### src/rtl/event_capture_arbiter.sv
// Round-robin arbiter that pops one event word at a time from several source FIFOs,
// filters out-of-frame coordinates and hands in-frame events to the convolution stage.
module event_capture_arbiter #(
    parameter int NUM_SOURCES = 4,
    parameter int COORD_BITS  = 8,
    parameter int IMG_WIDTH   = 32,
    parameter int IMG_HEIGHT  = 32,
    parameter int CNT_BITS    = 16,
    localparam int SRC_BITS   = (NUM_SOURCES > 1) ? $clog2(NUM_SOURCES) : 1
) (
    input  logic                                clk,
    input  logic                                reset,
    input  logic                                enable,
    input  logic [NUM_SOURCES-1:0]              fifo_empty,
    output logic [NUM_SOURCES-1:0]              fifo_read_en,
    input  logic [NUM_SOURCES*2*COORD_BITS-1:0] fifo_read_data,
    output logic                                event_valid,
    input  logic                                event_ready,
    input  logic                                event_ack,
    output logic [COORD_BITS-1:0]               event_x,
    output logic [COORD_BITS-1:0]               event_y,
    output logic [SRC_BITS-1:0]                 event_source,
    output logic                                active,
    output logic [CNT_BITS-1:0]                 accept_count,
    output logic [CNT_BITS-1:0]                 drop_count
);

    localparam int WORD = 2 * COORD_BITS;
    localparam logic [31:0] X_LIMIT = 32'(IMG_WIDTH);
    localparam logic [31:0] Y_LIMIT = 32'(IMG_HEIGHT);
    localparam logic [SRC_BITS-1:0] LAST_SRC = SRC_BITS'(NUM_SOURCES - 1);

    typedef enum logic [1:0] {
        IDLE    = 2'd0,
        READ    = 2'd1,
        LATCH   = 2'd2,
        PRESENT = 2'd3
    } state_t;

    state_t                state_q, state_d;
    logic [SRC_BITS-1:0]   grant_q, grant_d;
    logic [SRC_BITS-1:0]   rrPtr_q, rrPtr_d;
    logic [COORD_BITS-1:0] x_q, x_d;
    logic [COORD_BITS-1:0] y_q, y_d;
    logic [CNT_BITS-1:0]   accept_q, accept_d;
    logic [CNT_BITS-1:0]   drop_q, drop_d;

    logic [WORD-1:0]       words [NUM_SOURCES];
    logic [WORD-1:0]       selWord;
    logic [COORD_BITS-1:0] selX;
    logic [COORD_BITS-1:0] selY;
    logic                  inFrame;
    logic                  found;
    logic [SRC_BITS-1:0]   pick;
    logic [SRC_BITS-1:0]   pickNext;

    for (genvar gi = 0; gi < NUM_SOURCES; gi++) begin : g_unpack
        assign words[gi] = fifo_read_data[gi*WORD +: WORD];
    end

    assign selWord = words[grant_q];
    assign selX    = selWord[WORD-1:COORD_BITS];
    assign selY    = selWord[COORD_BITS-1:0];
    assign inFrame = (32'(selX) < X_LIMIT) && (32'(selY) < Y_LIMIT);

    // Scan upward from the round-robin pointer, wrapping, for the first non-empty source.
    always_comb begin
        int                  idxFull;
        logic [SRC_BITS-1:0] idx;
        found   = 1'b0;
        pick    = '0;
        idxFull = 0;
        idx     = '0;
        for (int i = 0; i < NUM_SOURCES; i++) begin
            idxFull = int'(rrPtr_q) + i;
            if (idxFull >= NUM_SOURCES) begin
                idxFull = idxFull - NUM_SOURCES;
            end
            idx = SRC_BITS'(idxFull);
            if (!found && !fifo_empty[idx]) begin
                found = 1'b1;
                pick  = idx;
            end
        end
    end

    assign pickNext = (pick == LAST_SRC) ? '0 : pick + SRC_BITS'(1);

    always_comb begin
        state_d      = state_q;
        grant_d      = grant_q;
        rrPtr_d      = rrPtr_q;
        x_d          = x_q;
        y_d          = y_q;
        accept_d     = accept_q;
        drop_d       = drop_q;
        fifo_read_en = '0;

        case (state_q)
            IDLE: begin
                if (enable && event_ready && found) begin
                    grant_d = pick;
                    rrPtr_d = pickNext;
                    state_d = READ;
                end
            end
            READ: begin
                fifo_read_en[grant_q] = 1'b1;
                state_d               = LATCH;
            end
            LATCH: begin
                x_d = selX;
                y_d = selY;
                if (inFrame) begin
                    state_d = PRESENT;
                end else begin
                    if (drop_q != '1) begin
                        drop_d = drop_q + CNT_BITS'(1);
                    end
                    state_d = IDLE;
                end
            end
            PRESENT: begin
                if (event_ack) begin
                    if (accept_q != '1) begin
                        accept_d = accept_q + CNT_BITS'(1);
                    end
                    state_d = IDLE;
                end
            end
            default: state_d = IDLE;
        endcase
    end

    always_ff @(posedge clk) begin
        if (reset) begin
            state_q  <= IDLE;
            grant_q  <= '0;
            rrPtr_q  <= '0;
            x_q      <= '0;
            y_q      <= '0;
            accept_q <= '0;
            drop_q   <= '0;
        end else begin
            state_q  <= state_d;
            grant_q  <= grant_d;
            rrPtr_q  <= rrPtr_d;
            x_q      <= x_d;
            y_q      <= y_d;
            accept_q <= accept_d;
            drop_q   <= drop_d;
        end
    end

    assign event_valid  = (state_q == PRESENT);
    assign active       = (state_q != IDLE);
    assign event_x      = x_q;
    assign event_y      = y_q;
    assign event_source = grant_q;
    assign accept_count = accept_q;
    assign drop_count   = drop_q;

endmodule

### config.mk
export PLATFORM = sky130hd
export DESIGN_NAME = event_capture_arbiter
export DESIGN_NICKNAME = d
export VERILOG_FILES = /design/src/rtl/event_capture_arbiter.sv
export SDC_FILE = /design/constraint.sdc
export NUM_CORES = 1
export LEC_CHECK = 0
export ABC_AREA = 1
export ABC_CLOCK_PERIOD_IN_PS = 2100
export BUFFER_PORTS_ARGS = -buffer_cell sky130_fd_sc_hd__buf_4
export CAP_MARGIN = 20
export CORE_AREA = 2 2 86 88
export DETAILED_ROUTE_END_ITERATION = 12
export DIE_AREA = 0 0 88 90
export GPL_TIMING_DRIVEN = 1
export MAX_ROUTING_LAYER = met4
export PLACE_DENSITY = 0.78
export SLEW_MARGIN = 20
export SYNTH_ARGS = -nofsm -noshare
export SYNTH_HDL_FRONTEND = slang
export SYNTH_SLANG_ARGS = --single-unit
### constraint.sdc
create_clock -name clk -period 2.1 [get_ports clk]
set_input_delay 0.63 -clock clk [delete_from_list [all_inputs] [get_ports clk]]
set_output_delay 0.63 -clock clk [all_outputs]
set_load 0.03 [all_outputs]
* Word-level counts from Yosys, hierarchy flattened
Index checks and enable logic that the tools add are counted.
Storage, ports and cells: flip-flop bits (word level) 54, output and inout port bits 56, logic and storage cells 89
Operators by class: $add $sub $neg 10, $lt $le $gt $ge 13, eq/ne operators 8, multiplexer cells 31, bitwise gates (word level) 2, reduce and logical (&&, ||, !) cells 18
Operators by type and width (count):
- $add A16 B1 Y16 const B | 2
- $bmux W16 S2 | 1
- $mux W16 | 2
- $ne A16 B16 Y1 const B | 2
- $mux W2 | 12
- $lt A8 B6 Y1 const B | 2
- $lt A2 B3 Y1 const B | 5
- $ge A3 B3 Y1 const B | 4
- $mux W1 | 9
- $bmux W1 S2 | 4
- $pmux W2 S4 | 1
- $sub A2 B1 Y2 const B | 4
- $logic_and A1 B1 Y1 | 7
- $add A2 B2 Y3 const B | 2
- $eq A2 B2 Y1 const B | 3
- $reduce_and A3 Y1 | 2
- $logic_not A1 Y1 | 5
- $mux W4 | 1
- $reduce_and A2 Y1 | 2
- $add A2 B1 Y3 const B | 1
- $ge A2 B3 Y1 const B | 1
- $not A2 Y3 | 1
- $add A2 B1 Y2 const B | 1
- $demux W1 S2 | 1
- 7 further kinds | 7

* Logic depth before layout (Yosys ltp)
Gate-level depths: netlist (run 1).
word-level depth 17, gate-level depth with buffers 15, gate-level depth less buffers 14

* Worst setup path after synthesis (run 1)
Ideal clock, no wire load.
path type register to output, from register grant_q[0] (netlist: event_source[0]), to output fifo_read_en[0], data arrival time 1.291 ns, path slack 0.179 ns, cell stages (with the launch flop) 3, cell sequence dfxtp_1 -> buf_6 -> nor3_1
Between the ends: word-level cells in the longest chain between the ends 5, elaborated cells on any way between the ends 6, classes of those cells order compare: 2; mux: 3; reduce/logical: 1
RTL lines:
- from (decl) | line 41 | logic [SRC_BITS-1:0] grant_q, grant_d;
- from (signal assigned) | line 146 | grant_q <= grant_d;
- $lt A2 B3 Y1 (implied by the code) / $ge A2 B1 Y1 (equally long branches) | line 108 | fifo_read_en[grant_q] = 1'b1;
- $logic_and A1 B1 Y1 (implied by the code) | line 108
- $mux W1 (implied by the code) | line 108
- $demux W1 S2 * | line 108
- $mux W4 * | line 99 | case (state_q)
- to (decl) | line 15 | output logic [NUM_SOURCES-1:0] fifo_read_en,
Every way passes the cells marked *; elsewhere a longest branch is shown, timed or not.

* Worst setup path in the final report (run 1)
from register grant_q[0] (netlist: event_source[0]), to output fifo_read_en[1]
The elaborated chain is that of the path after synthesis.

==> run metrics, run 1 <==
status=finished clean; Worst R2R End=accept_count[7]$_SDFFE_PP0P_; Ports=129; Final Hold Violating Endpoints=0; layout cells sized above 1=a little over a quarter; Worst setup SP type=register; final wirelength=approximately 9300 µm; Setup WS pre-CTS=around 130 ps; commonest non-fill, non-tap cell in the layout=buf_4; HPWL Detailed=just over 7000 µm; fmax=about 500 MHz; post-CTS sizing=0; Worst-Margin Slew=~750 ps; Die Area=between 7000 and 8000 µm²; finished layout cell area=between 4000 and 5000 µm²; total CTS buffers=5; P_leak=1.99 nW; Hold Path Class=reg -> reg; initial DRC count=185; Post-Syn Instances=just over 500; Yosys reg bits=54; P_sw=slightly below 0.0007 W; hold_sp=drop_count[8]$_SDFFE_PP0P_; Antenna Diode Count=0; DP Area=between 4000 and 5000 µm²; Reg2Reg Depth=8; site row count=31; post-DR vias/cell=between 5 and 6; Clk pwr share=a little over a quarter; gr ovfl total=0; prevailing post-synth register cell=dfxtp_1; Mapped Nets=just under 600; Ys Warns=0; GR Util met3=4.22%; crit path DAT=roughly 1400 ps; clk_skew=slightly above 10 ps; input/output buffers=128; Int Pwr=0.00151 W; library cells used by synthesis=35; worst-path fanout max=9; Syn-to-layout area delta=35.7%; Post-synth EDFFs=0; Placeable Area=7020 µm²; worst skew pair latency=around 310 ps; Tcrit/Tclk final=a little over nine tenths; Root Buffer=clkbuf_8; ys async rst share=0%; register area share after synthesis=32.7%; most frequent cells in the layout=140 x buf_4, 134 x nand2_1, 53 x dfxtp_1, 51 x nor2_1, 45 x nand3_1; worst rel slew slack=around 50%; setup ws final=109 ps; GR Util met2=39.0%; # H-tree levels=2; P per Cell Area=approximately 500 nW/µm²; Starting Density=a little under half; drt drc=0; Post-CTS Hold Buffers=0; Top Usage Layer GRT=met2; Crit Path Class=reg -> out; mean area per synthesized cell=6.50 µm²; combinational share of power=between 20% and 30%; total power=around 0.0022 W; CTS tree=yes; buffer depth of the longest clock path=2; Total Routing Usage GR=about a quarter; clock sinks=54; Hold Crit Depth=2; RSZ-0062 raised after global routing=no; number of global-route vias before repair=around 3.5k; maximum vdd drop=about 0.30 mV; R2R setup slack=260 ps; final slew viol count=0; Avg WL per Cell=~13 µm; antenna violations before repair=0; fillers=slightly above 600; # setup viols final=0; WHS Endpoint=drop_count[8]$_SDFFE_PP0P_; Crit path required time=approximately 1500 ps; nets@finish=about 710; Max Cap Viol=0; synthesized area=3300 µm²; Worst setup EP type=primary output; antenna viol nets, final=0; fin crit period=~2000 ps; First-pass DRT Iterations=5; largest net degree at the start of global routing=30; setup TNS=0 ps; Die H=roughly 90 µm; hold_ws=504 ps; met1 usage=between 30% and 40%; reg2reg start=accept_count[1]$_SDFFE_PP0P_; Clock transition at path regs=around 100 ps; die outline width=slightly below 90 µm; first-pass GRT wire length=15500 µm; gpl congestion=roughly 0.95; total number of vias=3832; sequential share of power=just under 50%; switch share=a little under a third; Post-CTS Setup Inserts=0
-- worst max path at each step --
stage	from	end	slack, ps
2_1_floorplan	event_source[0]$_SDFFE_PP0P_	fifo_read_en[0]	180
3_3_place_gp	fifo_empty[3]	rrPtr_q[1]$_SDFFE_PP0P_	190
3_5_place_dp	fifo_empty[3]	rrPtr_q[1]$_SDFFE_PP0P_	130
4_1_cts	event_source[0]$_SDFFE_PP0P_	fifo_read_en[1]	70
5_1_grt	event_source[0]$_SDFFE_PP0P_	fifo_read_en[1]	8
6_report	event_source[0]$_SDFFE_PP0P_	fifo_read_en[1]	110
-- worst max-delay path: stages (launching register included) --
cell and delay [ps]:
dfxtp_1 510, buf_4 200, nand2_1 70, nor2_1 100, buf_4 170
-- synthesized netlist by cell type, types with 2 or more instances --
library cell,instances,share of area [%]
inv_2,10,1.1
nor2_2,4,0.76
buf_6,2,0.68
ha_1,3,1.1
nor2_4,3,1.0
nand4_1,10,1.9
o21ai_1,7,1.1
xor2_1,13,3.4
a21oi_1,30,4.5
xnor2_1,5,1.3
nor3_1,13,2.0
a41oi_1,2,0.53
nand2_1,135,15
nand3_1,45,6.8
buf_2,3,0.45
dfxtp_1,54,33
nor3b_1,3,0.68
a31oi_1,8,1.5
a22oi_1,18,4.1
inv_1,41,4.7
o21ai_0,26,3.9
clkbuf_1,10,1.1
nor2_1,51,5.8
-- cells by family (layout without fill, tap and decap cells) --
logic type | count (synthesis) | count (layout) | synth area share [%]
simple gates | 271 | 271 | 36.6
compound gates | 94 | 94 | 16.4
buf+inv | 68 | 199 | 8.41
flops | 54 | 54 | 32.7
xor+xnor | 18 | 18 | 4.77
fa+ha+maj | 3 | 3 | 1.14
-- stage by stage --
stage | util (%) | cells
final | 63.8 | 738
after CTS | 63.8 | 738
after detailed placement | 62.6 | 730
after floorplan | - | 508
after global routing | 63.8 | 738
after global placement | 62.6 | 730
-- flip-flops by register name (all words and copies together) (netlist names) --
name,count
event_y,8
accept_count,16
state_q,2
rrPtr_q,2
drop_count,16
event_source,2
event_x,8
-- power by group through the flow --
| stage | Clock (W) | Combinational (W) | Sequential (W) |
|---|---|---|---|
| floorplan | 0 | 0.000292 | 0.00112 |
| global placement | 0 | 0.000516 | 0.00110 |
| detailed placement | 0 | 0.000525 | 0.00110 |
| CTS | 0.000605 | 0.000526 | 0.00108 |
| global route | 0.000652 | 0.000584 | 0.00108 |
| finish | 0.000585 | 0.000527 | 0.00108 |
-- cell type report --
cell class / instances / area [µm²] / area share (%)
Clock inverter: 2 / 13.8 / 0.307
Clock buffer: 6 / 72.6 / 1.62
Tap cell: 99 / 124 / 2.76
Multi-Input combinational cell: 386 / 1950 / 43.4
Inverter: 51 / 191 / 4.27
Sequential cell: 54 / 1080 / 24.1
Timing Repair Buffer: 140 / 1050 / 23.5
-- per-layer routing --
layer  share of wire (%)  vias to the layer above
met3                 6.9                       20
met5                   0                        -
li1                    -                     1949
met2                  48                      165
met4                 2.5                        0
met1                  43                     1698
Note: power is estimated with default switching activity, not from simulation.
==> run 2, diff against run 1 <==
CTS_BUF_LIST = sky130_fd_sc_hd__clkbuf_8 sky130_fd_sc_hd__clkbuf_16   (was not set)
==> run 2 against run 1 <==
Compared with the run above: sequential share of layout area unchanged; clock-buffer cell count down 1; critical path depth stayed put; cell area unchanged; cell count unchanged; first-iteration DRC count up 12%; routed wire length grew 0.16%; via count barely moved; global-route usage unchanged; clock power fell by 0.9%; total power decreased by 0.22%; die area is the same.
==> run metrics, run 2 (synthesis gave the netlist of run 1 again) <==
first-pass GRT wire length=15500 µm (unchanged); Tcrit/Tclk final=94.7% (about the same); First-pass DRT Iterations=5 (unchanged); hold_sp=drop_count[8]$_SDFFE_PP0P_; nets@finish=714 (unchanged); total power=0.00218 W (-0.22%); status=finished clean; initial DRC count=207 (+12%); antenna viol nets, final=0 (unchanged); CTS tree=yes; finished layout cell area=4480 µm² (unchanged); RSZ-0062 raised after global routing=no; fin crit period=1990 ps (-0.996 ps); maximum vdd drop=0.302 mV (about the same); worst rel slew slack=49.5% (-0.45 points); Final Hold Violating Endpoints=0 (unchanged); drt drc=0 (unchanged); crit path DAT=1360 ps (about the same); Max Cap Viol=0 (unchanged); P_leak=1.99 nW (+0.21%); # setup viols final=0 (unchanged); clock sinks=54 (unchanged); fmax=503 MHz (about the same); gr ovfl total=0 (unchanged); setup TNS=0 ps (unchanged); post-DR vias/cell=5.20 (about the same); Hold Path Class=reg -> reg; total CTS buffers=5 (unchanged); Worst setup EP type=primary output; Clock transition at path regs=100 ps (about the same); final slew viol count=0 (unchanged); Ports=129 (unchanged); Starting Density=47.1% (unchanged); # H-tree levels=2 (unchanged); most frequent cells in the layout=140 x buf_4, 134 x nand2_1, 53 x dfxtp_1, 51 x nor2_1, 45 x nand3_1; antenna violations before repair=0 (unchanged); number of global-route vias before repair=3473 (unchanged); total number of vias=3835 (+0.078%); worst-path fanout max=9 (unchanged); Syn-to-layout area delta=35.7% (unchanged); Crit Path Class=reg -> out; Reg2Reg Depth=8 (unchanged); Die Area=7920 µm² (unchanged); Placeable Area=7020 µm² (unchanged); buffer depth of the longest clock path=2 (unchanged); Antenna Diode Count=0 (unchanged); Worst R2R End=accept_count[7]$_SDFFE_PP0P_; Worst-Margin Slew=757 ps (+6.71 ps); Post-CTS Setup Inserts=0 (unchanged); fillers=607 (unchanged); die outline width=88 µm (unchanged); Die H=90 µm (unchanged); clk_skew=10.2 ps (-0.104 ps); Crit path required time=1470 ps (about the same); Post-CTS Hold Buffers=0 (unchanged); Total Routing Usage GR=24.4% (unchanged); Root Buffer=clkbuf_8; gpl congestion=0.946 (unchanged); Hold Crit Depth=2 (unchanged); largest net degree at the start of global routing=30 (unchanged); commonest non-fill, non-tap cell in the layout=buf_4; R2R setup slack=260 ps (about the same); reg2reg start=accept_count[1]$_SDFFE_PP0P_; Avg WL per Cell=12.7 µm (+0.16%); input/output buffers=128 (unchanged); worst skew pair latency=310 ps (about the same); Worst setup SP type=register; layout cells sized above 1=26.9% (unchanged); DP Area=4390 µm² (unchanged); P per Cell Area=487 nW/µm² (-0.22%); final wirelength=9360 µm (+0.16%); HPWL Detailed=7240 µm (unchanged); WHS Endpoint=drop_count[8]$_SDFFE_PP0P_; site row count=31 (unchanged)
## run 2: cell types whose count changed in the layout (fill, tap and decap cells not counted), sizes merged
cell    previous run  this run
inv               51        52
clkbuf             6         5
## run 2: worst max path at each step
stage,to,cells past startpoint,start
finish,fifo_read_en[1],4,event_source[0]$_SDFFE_PP0P_
CTS,fifo_read_en[1],4,event_source[0]$_SDFFE_PP0P_
floorplan,fifo_read_en[0],2,event_source[0]$_SDFFE_PP0P_
global route,fifo_read_en[1],4,event_source[0]$_SDFFE_PP0P_
detailed placement,rrPtr_q[1]$_SDFFE_PP0P_,10,fifo_empty[3]
global placement,rrPtr_q[1]$_SDFFE_PP0P_,14,fifo_empty[3]
## run 2: report_power, final
group | switching [W] | internal, W
Combinational | 0.000301 | 0.000226
Sequential | 0.0000311 | 0.00105
Clock | 0.000348 | 0.000232
## run 2: final cells by class
class                   instances  area, µm²  share of cell area [%]
flip-flops and latches         54       1080                    24.1
well taps                      99        124                    2.76
clock inverters                 3       17.5                   0.391
inverters                      51        191                    4.27
repair buffers                140       1050                    23.5
clock buffers                   5       68.8                    1.54
multi-input cells             386       1950                    43.4
## run 2: repair_timing
action / 4_1_cts / 5_1_grt
resized for setup: 0 / 2
endpoints found under the setup margin: 0 / 4
hold endpoints to repair: 0 / 0
## run 2: worst max-delay path, cell delays in order, from the launching register on
cell and delay (ps):
dfxtp_1 510, buf_4 200, nand2_1 70, nor2_1 100, buf_4 170
## run 2: through the flow
step	setup WS, ps	cells	hold WS, ps	util (%)
2_1_floorplan	179	508	526	-
6_report	110	738	505	63.8
3_5_place_dp	128	730	487	62.6
4_1_cts	74.8	738	507	63.8
5_1_grt	8.16	738	531	63.8
3_3_place_gp	189	730	478	62.6
## run 2: routing by layer
layer | share of wire (%) | up-vias | global-route usage (%)
met3 | 7.0 | 21 | 4.22
met4 | 2.5 | 0 | 7.82
li1 | - | 1950 | -
met5 | 0 | - | -
met1 | 42 | 1690 | 31.0
met2 | 48 | 174 | 39.0
==> run 3, diff against run 2 <==
ABC_AREA = not set   (was 1)
CAP_MARGIN = not set   (was 20)
CORE_AREA = 2 2 82 84   (was 2 2 86 88)
DIE_AREA = 0 0 84 86   (was 0 0 88 90)
==> run 3 against run 2 <==
Compared with the run above: the flow now finishes with violations (setup timing); synthesized area decreased by 12%; combinational power fell by 37%; global-route usage fell by 1.7 points; utilization up 4.2 points; clock skew down 3.7 ps; flip-flop and latch count stayed put.
==> run metrics, run 3 <==
status=finished, violations left; failing checks=setup timing; Post-Syn Instances=327 (-36%); Synth top cells by count=54 x dfxtp_1, 45 x nand2_1, 34 x a21oi_1; Mapped Nets=403 (-31%); finished layout cell area=4270 µm² (-4.7%); fmax=437 MHz (-13%); Seq. cell area=1090 µm² (+0.46%); HPWL Detailed=6210 µm (-14%); Tcrit/Tclk final=109% (+14 points); Setup WS pre-CTS=-506 ps (-634 ps); antenna viol nets, final=0 (unchanged); Total Routing Usage GR=22.7% (-1.7 points); P per Cell Area=511 nW/µm² (+4.9%); Die H=86 µm (-4.4%); Hold Crit Depth=2 (unchanged); hold_ws=461 ps (-43.4 ps); library cells used by synthesis=43 (+23%); input/output buffers=128 (unchanged); register area share after synthesis=37.2% (+4.5 points); DP Area=4040 µm² (-8.1%); Max Cap Viol=0 (unchanged); Ports=129 (unchanged); largest net degree at the start of global routing=36 (+20%); worst skew pair latency=310 ps (about the same); maximum vdd drop=0.330 mV (+9.3%); Clock transition at path regs=90 ps (about the same); nets@finish=542 (-24%); footprint of the multi-input gates=1770 µm² (-8.9%); Crit path required time=2300 ps (+830 ps); die outline width=84 µm (-4.5%); cell with the most instances after synthesis=dfxtp_1; Worst-Margin Slew=561 ps (-196 ps); Worst setup EP type=register; synthesized area=2910 µm² (-12%); Avg WL per Cell=15.2 µm (+20%); Synth top area share=37.2% (+4.5 points); site row count=29 (-6.5%); Root Buffer=clkbuf_8; Synth area leaders=dfxtp_1 37%, mux4_2 11%, a21oi_1 5.9%; initial DRC count=176 (-15%); Placeable Area=6280 µm² (-11%); RSZ-0062 raised after global routing=yes; placed instance count=532 (-27%); area leader, netlist=dfxtp_1; number of global-route vias before repair=2866 (-17%); Syn-to-layout area delta=47.0%; fillers=539 (-11%); P_leak=1.73 nW (-13%); Die Area=7220 µm² (-8.8%); post-DR vias/cell=5.58 (+7.3%); Yosys reg bits=54 (unchanged); First-pass DRT Iterations=4 (-1); clock sinks=54 (unchanged); mean area per synthesized cell=8.89 µm² (+37%); antenna violations before repair=0 (unchanged); drt drc=0 (unchanged); layout cells sized above 1=42.0% (+15 points); Reg2Reg Depth=6 (-2); Ys Warns=0 (unchanged); setup ws final=-187 ps (-298 ps); first-pass GRT wire length=13100 µm (-16%); Starting Density=46.3% (-0.75 points); clk_skew=6.51 ps (-3.74 ps); WHS Endpoint=event_x[3]$_SDFFE_PP0P_; gpl congestion=0.822 (-13%); CTS tree=yes; Worst R2R End=drop_count[10]$_SDFFE_PP0P_; commonest non-fill, non-tap cell in the layout=buf_4; gr ovfl total=0 (unchanged); most frequent cells in the layout=147 x buf_4, 51 x dfxtp_1, 44 x nand2_1, 33 x a21oi_1, 28 x nor2_1; reg2reg start=event_source[0]$_SDFFE_PP0P_; ys async rst share=0% (unchanged); # H-tree levels=2 (unchanged); Post-CTS Hold Buffers=0 (unchanged); total number of vias=3033 (-21%); worst-path fanout max=6 (-3); total CTS buffers=5 (unchanged); crit path DAT=2480 ps (+1120 ps); Worst setup SP type=register; hold_sp=event_x[3]$_SDFFE_PP0P_; fin crit period=2290 ps (+298 ps); final wirelength=8260 µm (-12%); Crit Path Class=reg -> reg; Hold Path Class=reg -> reg; # setup viols final=18 (+18); R2R setup slack=-190 ps (-450 ps); Post-synth EDFFs=0 (unchanged); total power=0.00218 W (about the same); worst rel slew slack=62.2% (+13 points); buffer depth of the longest clock path=2 (unchanged); fin cells=544 (-26%); final slew viol count=0 (unchanged); Antenna Diode Count=0 (unchanged); Final Hold Violating Endpoints=0 (unchanged); prevailing post-synth register cell=dfxtp_1
run 3: changes by cell type in the layout (fill, tap and decap cells not counted), moves of 7 or more:
cell,before,now
inv_2,10,0
nand2_1,134,44
mux4_2,0,16
or4_1,0,9
buf_4,140,147
o21ai_0,26,3
nor3_1,13,2
a22oi_1,18,0
nand3_1,45,15
or3_1,0,7
xor2_1,13,6
o31ai_1,0,8
inv_1,42,4
nor2_1,51,28
run 3: worst max path at each step:
stage	start	slack (ps)	endpoint	depth (start not counted)
2_1_floorplan	fifo_read_data[62]	-320	drop_count[8]$_SDFFE_PP0P_	6
3_3_place_gp	fifo_read_data[62]	-430	drop_count[1]$_SDFFE_PP0P_	7
3_5_place_dp	fifo_read_data[62]	-510	state_q[0]$_SDFFE_PP0P_	7
4_1_cts	event_source[0]$_SDFFE_PP0P_	-220	drop_count[8]$_SDFFE_PP0P_	6
5_1_grt	event_source[0]$_SDFFE_PP0P_	-250	state_q[0]$_SDFFE_PP0P_	7
6_report	event_source[0]$_SDFFE_PP0P_	-190	drop_count[10]$_SDFFE_PP0P_	6
run 3: worst max-delay path: stages (launching register included):
cell and delay [ps]:
dfxtp_4 410, mux4_2 530, or4_4 560, nor3_4 160, buf_12 150, nor3_2 50
mux2_4 320
run 3: layout make-up:
| cell class | instances | share of cell area, % |
|---|---|---|
| Clock buffer | 7 | 2.52 |
| Clock inverter | 1 | 0.703 |
| Inverter | 4 | 0.351 |
| Multi-Input combinational cell | 250 | 41.5 |
| Sequential cell | 54 | 25.4 |
| Tap cell | 77 | 2.25 |
| Timing Repair Buffer | 151 | 27.2 |
run 3: per-layer routing:
layer  up-vias  global-route usage, %  part of all wire [%]
li1       1481                      -                     -
met1      1437                   27.4                    41
met2       100                   38.8                    52
met3        15                   3.37                   5.0
met4         0                   8.06                   1.8
met5         -                      -                     0
run 3: timing repair:
action,4_1_cts,5_1_grt
hold endpoints to repair,0,0
resized for setup,6,10
setup endpoints to repair,18,21
pin swaps,2,3
buffers inserted,2,1
cloned,1,0
run 3: through the flow:
step / TNS, ps / util [%]
after floorplan: -3950 / -
after global placement: -7460 / 64.3
after detailed placement: -8590 / 64.3
after CTS: -3450 / 67.5
after global routing: -4060 / 68.1
final: -2340 / 68.1
run 3: cell families (layout without fill, tap and decap cells):
family                     count (synthesis)  count (layout)  share of synthesized area [%]
DFF                                       54              54                           37.2
buffers and inverters                     23             163                           3.83
and+or+nand+nor                          150             150                           26.7
adders and majority gates                  3               3                           1.29
AOI/OAI and AO/OA                         63              63                           12.5
muxes                                     22              22                           14.8
xor gates and xnor gates                  12              12                           3.62
run 3: report_power, final:
group | total [W] | switching [W] | internal [W]
combinational | 0.000330 | 0.000138 | 0.000192
sequential | 0.00105 | 0.0000163 | 0.00104
clock | 0.000801 | 0.000340 | 0.000461
total | 0.00218 | 0.000494 | 0.00169
